===== src/rtl/key_debounce_multi.sv =====
// key_debounce_multi
// N-channel push-button conditioner. Each channel has a 2-FF synchroniser,
// a four-state debounce FSM, and registered one-cycle press, release, flag and
// long-press pulses alongside the debounced level.
// Optional feature: define KEY_DEBOUNCE_REPEAT_EN to re-pulse key_press every
// REPEAT_CNT cycles once key_long has fired. Without it no repeat logic exists.
module key_debounce_multi #(
  parameter int   KEY_NUM      = 4,
  parameter int   DEBOUNCE_CNT = 1_000_000,
  parameter int   LONG_CNT     = 50_000_000,
  parameter int   REPEAT_CNT   = 10_000_000,
  parameter logic IDLE_LEVEL   = 1'b1
) (
  input  logic               sys_clk,
  input  logic               sys_rst_n,
  input  logic [KEY_NUM-1:0] key,
  output logic [KEY_NUM-1:0] key_value,
  output logic [KEY_NUM-1:0] key_flag,
  output logic [KEY_NUM-1:0] key_press,
  output logic [KEY_NUM-1:0] key_release,
  output logic [KEY_NUM-1:0] key_long
);

  localparam int DCNT_W = $clog2(DEBOUNCE_CNT);
  localparam int HCNT_W = $clog2(LONG_CNT);
  localparam logic [DCNT_W-1:0] DCNT_LAST = DCNT_W'(DEBOUNCE_CNT - 1);
  localparam logic [HCNT_W-1:0] HCNT_LAST = HCNT_W'(LONG_CNT - 1);
`ifdef KEY_DEBOUNCE_REPEAT_EN
  localparam int RCNT_W = $clog2(REPEAT_CNT);
  localparam logic [RCNT_W-1:0] RCNT_LAST = RCNT_W'(REPEAT_CNT - 1);
`endif

  typedef enum logic [1:0] {
    ST_UP     = 2'd0,
    ST_DN_CHK = 2'd1,
    ST_DOWN   = 2'd2,
    ST_UP_CHK = 2'd3
  } state_t;

  for (genvar i = 0; i < KEY_NUM; i++) begin : g_ch
    logic              sync1, key_s;
    state_t            state, state_d;
    logic [DCNT_W-1:0] dcnt, dcnt_d;
    logic [HCNT_W-1:0] hcnt, hcnt_d;
    logic              long_done, long_done_d;
    logic              value_q, value_d;
    logic              flag_q, flag_d;
    logic              press_q, press_d;
    logic              release_q, release_d;
    logic              long_q, long_d;
`ifdef KEY_DEBOUNCE_REPEAT_EN
    logic [RCNT_W-1:0] rcnt, rcnt_d;
`endif

    // Two-flop synchroniser for the asynchronous raw key
    always_ff @(posedge sys_clk or negedge sys_rst_n) begin
      if (!sys_rst_n) begin
        sync1 <= IDLE_LEVEL;
        key_s <= IDLE_LEVEL;
      end else begin
        sync1 <= key[i];
        key_s <= sync1;
      end
    end

    // State, counters and registered outputs; reset drops any pending event
    always_ff @(posedge sys_clk or negedge sys_rst_n) begin
      if (!sys_rst_n) begin
        state     <= ST_UP;
        dcnt      <= '0;
        hcnt      <= '0;
        long_done <= 1'b0;
        value_q   <= IDLE_LEVEL;
        flag_q    <= 1'b0;
        press_q   <= 1'b0;
        release_q <= 1'b0;
        long_q    <= 1'b0;
`ifdef KEY_DEBOUNCE_REPEAT_EN
        rcnt      <= '0;
`endif
      end else begin
        state     <= state_d;
        dcnt      <= dcnt_d;
        hcnt      <= hcnt_d;
        long_done <= long_done_d;
        value_q   <= value_d;
        flag_q    <= flag_d;
        press_q   <= press_d;
        release_q <= release_d;
        long_q    <= long_d;
`ifdef KEY_DEBOUNCE_REPEAT_EN
        rcnt      <= rcnt_d;
`endif
      end
    end

    // Next-state logic: debounce both edges, count hold time, raise pulses
    always_comb begin
      state_d     = state;
      dcnt_d      = dcnt;
      hcnt_d      = hcnt;
      long_done_d = long_done;
      value_d     = value_q;
      flag_d      = 1'b0;
      press_d     = 1'b0;
      release_d   = 1'b0;
      long_d      = 1'b0;
`ifdef KEY_DEBOUNCE_REPEAT_EN
      rcnt_d      = rcnt;
`endif
      case (state)
        ST_UP: begin
          if (key_s != IDLE_LEVEL) begin
            state_d = ST_DN_CHK;
            dcnt_d  = '0;
          end
        end
        ST_DN_CHK: begin
          if (key_s == IDLE_LEVEL) begin
            state_d = ST_UP;
          end else if (dcnt == DCNT_LAST) begin
            state_d     = ST_DOWN;
            hcnt_d      = '0;
            long_done_d = 1'b0;
            value_d     = ~IDLE_LEVEL;
            press_d     = 1'b1;
            flag_d      = 1'b1;
          end else begin
            dcnt_d = dcnt + 1'b1;
          end
        end
        ST_DOWN: begin
          if (key_s == IDLE_LEVEL) begin
            state_d = ST_UP_CHK;
            dcnt_d  = '0;
          end else begin
            // hcnt saturates at LONG_CNT-1; long_done keeps key_long to one pulse per hold
            if (hcnt != HCNT_LAST) begin
              hcnt_d = hcnt + 1'b1;
            end
            if ((hcnt == HCNT_LAST) && !long_done) begin
              long_d      = 1'b1;
              long_done_d = 1'b1;
`ifdef KEY_DEBOUNCE_REPEAT_EN
              rcnt_d      = '0;
`endif
            end
`ifdef KEY_DEBOUNCE_REPEAT_EN
            else if (long_done) begin
              if (rcnt == RCNT_LAST) begin
                rcnt_d  = '0;
                press_d = 1'b1;
              end else begin
                rcnt_d = rcnt + 1'b1;
              end
            end
`endif
          end
        end
        ST_UP_CHK: begin
          // hcnt (and repeat phase) stay frozen here so a short glitch does not reset the hold
          if (key_s != IDLE_LEVEL) begin
            state_d = ST_DOWN;
          end else if (dcnt == DCNT_LAST) begin
            state_d     = ST_UP;
            value_d     = IDLE_LEVEL;
            release_d   = 1'b1;
            flag_d      = 1'b1;
            hcnt_d      = '0;
            long_done_d = 1'b0;
          end else begin
            dcnt_d = dcnt + 1'b1;
          end
        end
        default: begin
          state_d = ST_UP;
        end
      endcase
    end

    assign key_value[i]   = value_q;
    assign key_flag[i]    = flag_q;
    assign key_press[i]   = press_q;
    assign key_release[i] = release_q;
    assign key_long[i]    = long_q;
  end

endmodule


===== config.mk =====
export PLATFORM = sky130hd
export DESIGN_NAME = key_debounce_multi
export DESIGN_NICKNAME = d
export VERILOG_FILES = /design/src/rtl/key_debounce_multi.sv
export SDC_FILE = /design/constraint.sdc
export NUM_CORES = 1
export LEC_CHECK = 0
export CAP_MARGIN = 20
export CORE_MARGIN = 10
export CORE_UTILIZATION = 40
export DETAILED_ROUTE_END_ITERATION = 16
export HOLD_SLACK_MARGIN = 0.1
export PLACE_DENSITY = 0.54
export SLEW_MARGIN = 40
export SYNTH_ARGS = -nofsm -noshare
export SYNTH_HDL_FRONTEND = slang
export SYNTH_SLANG_ARGS = --single-unit

===== constraint.sdc =====
create_clock -name sys_clk -period 2.2 [get_ports sys_clk]
set_clock_uncertainty 0.1 [all_clocks]
set_input_delay 0.33 -clock sys_clk [delete_from_list [all_inputs] [get_ports sys_clk]]
set_output_delay 0.33 -clock sys_clk [all_outputs]
set_load 0.005 [all_outputs]

# After elaboration in Yosys (flattened, before gate mapping)
# Cells that the tools add are included.
# word_totals
wordCells,316
in_bits,6
regBits,224
output_inout_bits,20
# op_classes
addsub,8
mux,156
reduce_logical,40
n_eq_ne,68
# ops
operator,count
two-way mux 26 bit,20
two-way mux 20 bit,20
case mux 20 bit (4 select lines),4
case mux 26 bit (3 select lines),4
"adder 26 x 1 -> 26 bit, second input constant",4
"== test 26 bit, second input constant",4
"inequality test 26 bit, second input constant",4
"adder 20 x 1 -> 20 bit, second input constant",4
"== test 20 bit, second input constant",4
"inequality test 2 bit, second input constant",36
two-way mux 1 bit,68
AND reduction 5 bit,12
two-way mux 2 bit,24
case mux 2 bit (4 select lines),4
AND reduction 4 bit,8
"inequality test 3 bit, second input constant",8
"== test 2 bit, second input constant",8
case mux 1 bit (2 select lines),8
case mux 1 bit (3 select lines),4
nonzero test 3 bit,4
"== test 2 x 1 -> 1 bit, second input constant",4
zero test 2 bit,4
nonzero test 2 bit,4
logical AND 1 bit,4
zero test 1 bit,4

# Longest topological paths before layout
# depth
word_depth,5
depth_mapped,10

# Worst setup path before layout
# No wires, ideal clock.
# synth_path
kind,register -> register
start,register g_ch[3].dcnt[0]
end,register g_ch[3].dcnt[12]
arrival_time_ns,2.144
setup_time_ns,0.128
slack_ns,-0.173
stages_incl_launch_ff,11
path_buffers,2
path_cell_list,dfrtp_1 -> ha_1 -> and4_1 -> nand2_1 -> or4b_1 -> clkbuf_1 -> nand2_2 -> inv_1 -> nand2_1 -> buf_4 -> o31ai_1
# synth_via
elab_chain_cells,4
# synth_rtl
element,line,text
start: declaration,43,"logic [DCNT_W-1:0] dcnt, dcnt_d;"
start signal: assignment,83,dcnt <= dcnt_d;
adder 20 x 1 -> 20 bit or == test 20 bit (tied branches),-,
two-way mux 20 bit *,"121, 164",
"two-way mux 20 bit, on equally long branches","162, 119",
case mux 20 bit (4 select lines) *,111,case (state)
# Every way passes the cells marked *; elsewhere a longest branch is shown, timed or not. The select of a mux whose other input is x is not followed.
# A chain may end at the register's enable or synchronous reset.

# Worst setup path in the final report
# layout_path
start,register g_ch[2].dcnt[6]
end,register g_ch[2].hcnt[17]
# layout_via
elab_chain_cells,4
# layout_rtl
element,line,text
start: declaration,43,
start signal: assignment,83,
== test 20 bit *,"121, 164",
two-way mux 26 bit *,-,
"two-way mux 26 bit, on equally long branches",-,
case mux 26 bit (3 select lines) *,-,
end signal: assignment,84,hcnt <= hcnt_d;
end: declaration,44,"logic [HCNT_W-1:0] hcnt, hcnt_d;"
# Marked as above.

==> results.md <==
* Finish-stage setup viols at 6
* Initial core utilization at 40.6%
* Antenna diodes at 0
* Area growth syn-to-layout at 25.7%
* Max FO, Critical Path at 28
* IO Port Bufs at 25
* Row count at 62
* Library cells used by synthesis at 66
* R2r endpoint: g_ch[2].hcnt[17]
* Min cycle time layout at roughly 2.3 ns
* Violated checks: negative setup slack
* Tcrit/Tclk final at 105%
* Io pins at 26
* P_leak at between 6 and 7 nW
* Cell Chain, Critical Path: nor4b_2 > and4_1 > and3_4 > o31ai_2 > buf_12 > or4_1 > a21oi_2
* Number of max-cap violations at 0
* Worst Tran Pin Value at 0.476 ns
* Die Height at roughly 190 microns
* Worst flop-to-flop path startpoint: g_ch[2].dcnt[6]
* Dpl hpwl at between 15000 and 20000 microns
* Via density at 5.30
* Status: finished, violations left
* Yosys reg bits at 224
* GRT Total Usage at around 15%
* Synth top area cells: dfrtp_1, xnor2_1, nand2_1
* Hold WC Path Type: primary input to asynchronous set/reset pin
* Synth top area share at 45.4%
* Largest net degree at the start of global routing at 70
* Leading area contributor after synthesis: dfrtp_1
* RSZ-0062 raised after global routing: yes
* Die area at 36500 sq um
* Net count, final at approximately 1500
* Final std cells w/o fill at 1849
* R2r setup slk at -0.11 ns
* Final ANT Viol Nets at 0
* CTS clk-pin slew, worst paths at 0.06 ns
* Post-synth EDFFs at 0
* Cell Area, Synth at 11700 sq um
* Final Util at 51.0%
* Ys async rst share at 100%
* Core footprint at ~29000 sq um
* First-pass GRT wire length at 46800 microns
* Placed Cells at 1787
* Placer congestion estimate at 0.841
* CP top delay family: simple AND/OR/NAND/NOR gates
* Synth Area per Inst at 9.12 sq um
* Worst-case reg-to-reg path depth at 7
* Peak VDD IR at a little under 0.5 mV
* Worst EP required at 2.56 ns
* Cell count after synthesis at 1281
* Top_reg_cell synth: dfrtp_1
* Vias in the first global route at 9439
* Mapped Nets at around 1300
* Buf+Inv Stages, Crit Path at 1
* Clock buffer count from CTS at 27
* Crit path largest cell delay at 0.49 ns
* Die width at 191 microns
* Vias at 9796
* Ys Warns at 0
* Max Fclk at 0.433 GHz
* Layout cells sized above 1 at about 20%
* Overflow left after global routing at 0
* Routed wire length at roughly 27000 microns
* Worst setup margin at -0.109 ns
* Crit. End Element: register
* Residual DRC count at 0
* Sequential area share after synthesis at 48.1%
* Worst-Skew Late Latency at about 0.53 ns
* Slew headroom at 68.0%
* CP max stage cell: or4_1
* Pre-CTS setup slack at -0.121 ns
* Wire length per cell at 14.6 microns
* Setup TNS at -0.496 ns
* Antenna violations before repair at 0
* Max-slew violations at 0
* Max Root-Sink Buffers at 3
* Drt pass-1 iters at 5
* P per Cell Area at 604 nW/um^2
* H-tree Lvls at 1
* Crit path kind: register to register
* CP Launch Type: register
* First DRT Iteration DRCs at 624
* Fin. Hold Viols at 0
* Crit path arrival time at 2.67 ns
* Clk sinks at about 220
* Clk root buf: clkbuf_16
* CTS tree: yes
[layer usage]
metal | global-route usage, % | wire length, microns
met5 | 0 | 0
met4 | 3.27 | 360
met3 | 2.20 | 1010
met2 | 23.5 | 12100
met1 | 20.9 | 13400
[cell usage in the layout (no fill, tap or decap), drive strengths merged, types with 5 or more instances in the layout]
| cell type | n |
|---|---|
| mux2i | 14 |
| nor2 | 130 |
| o31ai | 27 |
| clkdlybuf4s50 | 24 |
| nor3 | 48 |
| nand3b | 6 |
| a21o | 6 |
| xnor2 | 60 |
| and2 | 22 |
| nor2b | 6 |
| buf | 176 |
| a22o | 12 |
| dfrtp | 212 |
| nand4 | 47 |
| and4 | 20 |
| a21oi | 61 |
| dfstp | 12 |
| xor2 | 21 |
| o22ai | 5 |
| a31oi | 5 |
| dlygate4sd3 | 5 |
| and3 | 30 |
| inv | 32 |
| ha | 8 |
| or4 | 10 |
| nor4 | 27 |
| clkbuf | 48 |
| nand2b | 6 |
| o21ai | 88 |
| or3 | 24 |
| a211oi | 5 |
| nand2 | 132 |
| nor4b | 9 |
| nand3 | 81 |
[what timing repair did]
item	4_1_cts	5_1_grt
pin swaps	1	22
resized for setup	8	49
hold buffers	5	0
hold endpoints to repair	219	0
buffers inserted	0	7
cloned	0	1
endpoints found under the setup margin	22	119
[cells by family after synthesis]
kind of cell               share of synthesized area (%)
DFF                                                 48.1
and+or+nand+nor                                     27.3
buffers and inverters                               4.32
muxes                                               1.20
adders and majority gates                          0.856
AOI/OAI and AO/OA                                   12.2
xor gates and xnor gates                            6.07
[worst register-to-register path, stage by stage (launching register included)]
cell and delay, ns:
dfrtp_1 0.38, nor4b_2 0.32, and4_1 0.30, and3_4 0.24, o31ai_2 0.08, buf_12 0.17, or4_1 0.50, a21oi_2 0.14
[power breakdown]
group	switching (W)	total (W)	internal, W
Clock	0.00167	0.00420	0.00253
Combinational	0.000249	0.000424	0.000175
Sequential	0.0000568	0.00425	0.00419
Total	0.00198	0.00887	0.00690
[synthesized netlist by cell type (all sizes together) (8+ instances only)]
cell / instances
inv: 32
dfstp: 12
nor3: 48
xor2: 21
nor2: 130
xnor2: 60
nand3: 81
dfrtp: 212
nand4: 47
and4: 20
clkbuf: 31
nand2: 132
nor4: 27
or3: 24
and3: 30
o31ai: 27
mux2i: 14
buf: 40
o21ai: 88
ha: 8
nor4b: 9
a22o: 12
or4: 10
and2: 22
a21oi: 61
[flip-flops by register name (all words and copies together) (netlist names), named ones only]
signal,flops
g_ch.hcnt,104
g_ch.dcnt,80
g_ch.flag_q,4
g_ch.key_s,4
g_ch.long_done,4
g_ch.long_q,4
g_ch.press_q,4
g_ch.release_q,4
g_ch.state,4
g_ch.sync1,4
g_ch.value_q,4
[worst max-delay path by stage]
stage	endpoint	cells after the start	startpoint	slack, ns
floorplan	g_ch[2].hcnt[15]	8	g_ch[2].dcnt[0]	0.005
global placement	g_ch[2].hcnt[17]	8	g_ch[2].dcnt[0]	-0.06
detailed placement	g_ch[2].hcnt[10]	8	g_ch[2].dcnt[0]	-0.12
CTS	g_ch[2].hcnt[10]	7	g_ch[2].dcnt[7]	-0.09
global route	g_ch[2].hcnt[17]	7	g_ch[2].dcnt[7]	-0.24
finish	g_ch[2].hcnt[17]	7	g_ch[2].dcnt[6]	-0.11
[cell type report]
| cell class | instances | area [sq um] |
|---|---|---|
| Sequential cell | 224 | 5620 |
| Clock inverter | 1 | 5.00 |
| Timing Repair inverter | 1 | 5.00 |
| Tap cell | 384 | 480 |
| Timing Repair Buffer | 205 | 1750 |
| Inverter | 34 | 140 |
| Clock buffer | 48 | 835 |
| Fill cell | 2679 | 14100 |
| Multi-Input combinational cell | 952 | 5860 |
[per-stage QoR]
| stage | area (sq um) | hold slack (ns) | total power [W] |
|---|---|---|---|
| after floorplan | 11800 | -0.0656 | 0.00448 |
| after global placement | 13500 | 0.131 | 0.00473 |
| after detailed placement | 13500 | 0.132 | 0.00473 |
| after CTS | 14400 | 0.177 | 0.00903 |
| after global routing | 14700 | 0.203 | 0.00927 |
| final | 14700 | 0.184 | 0.00887 |
(Power assumes the default switching activity.)
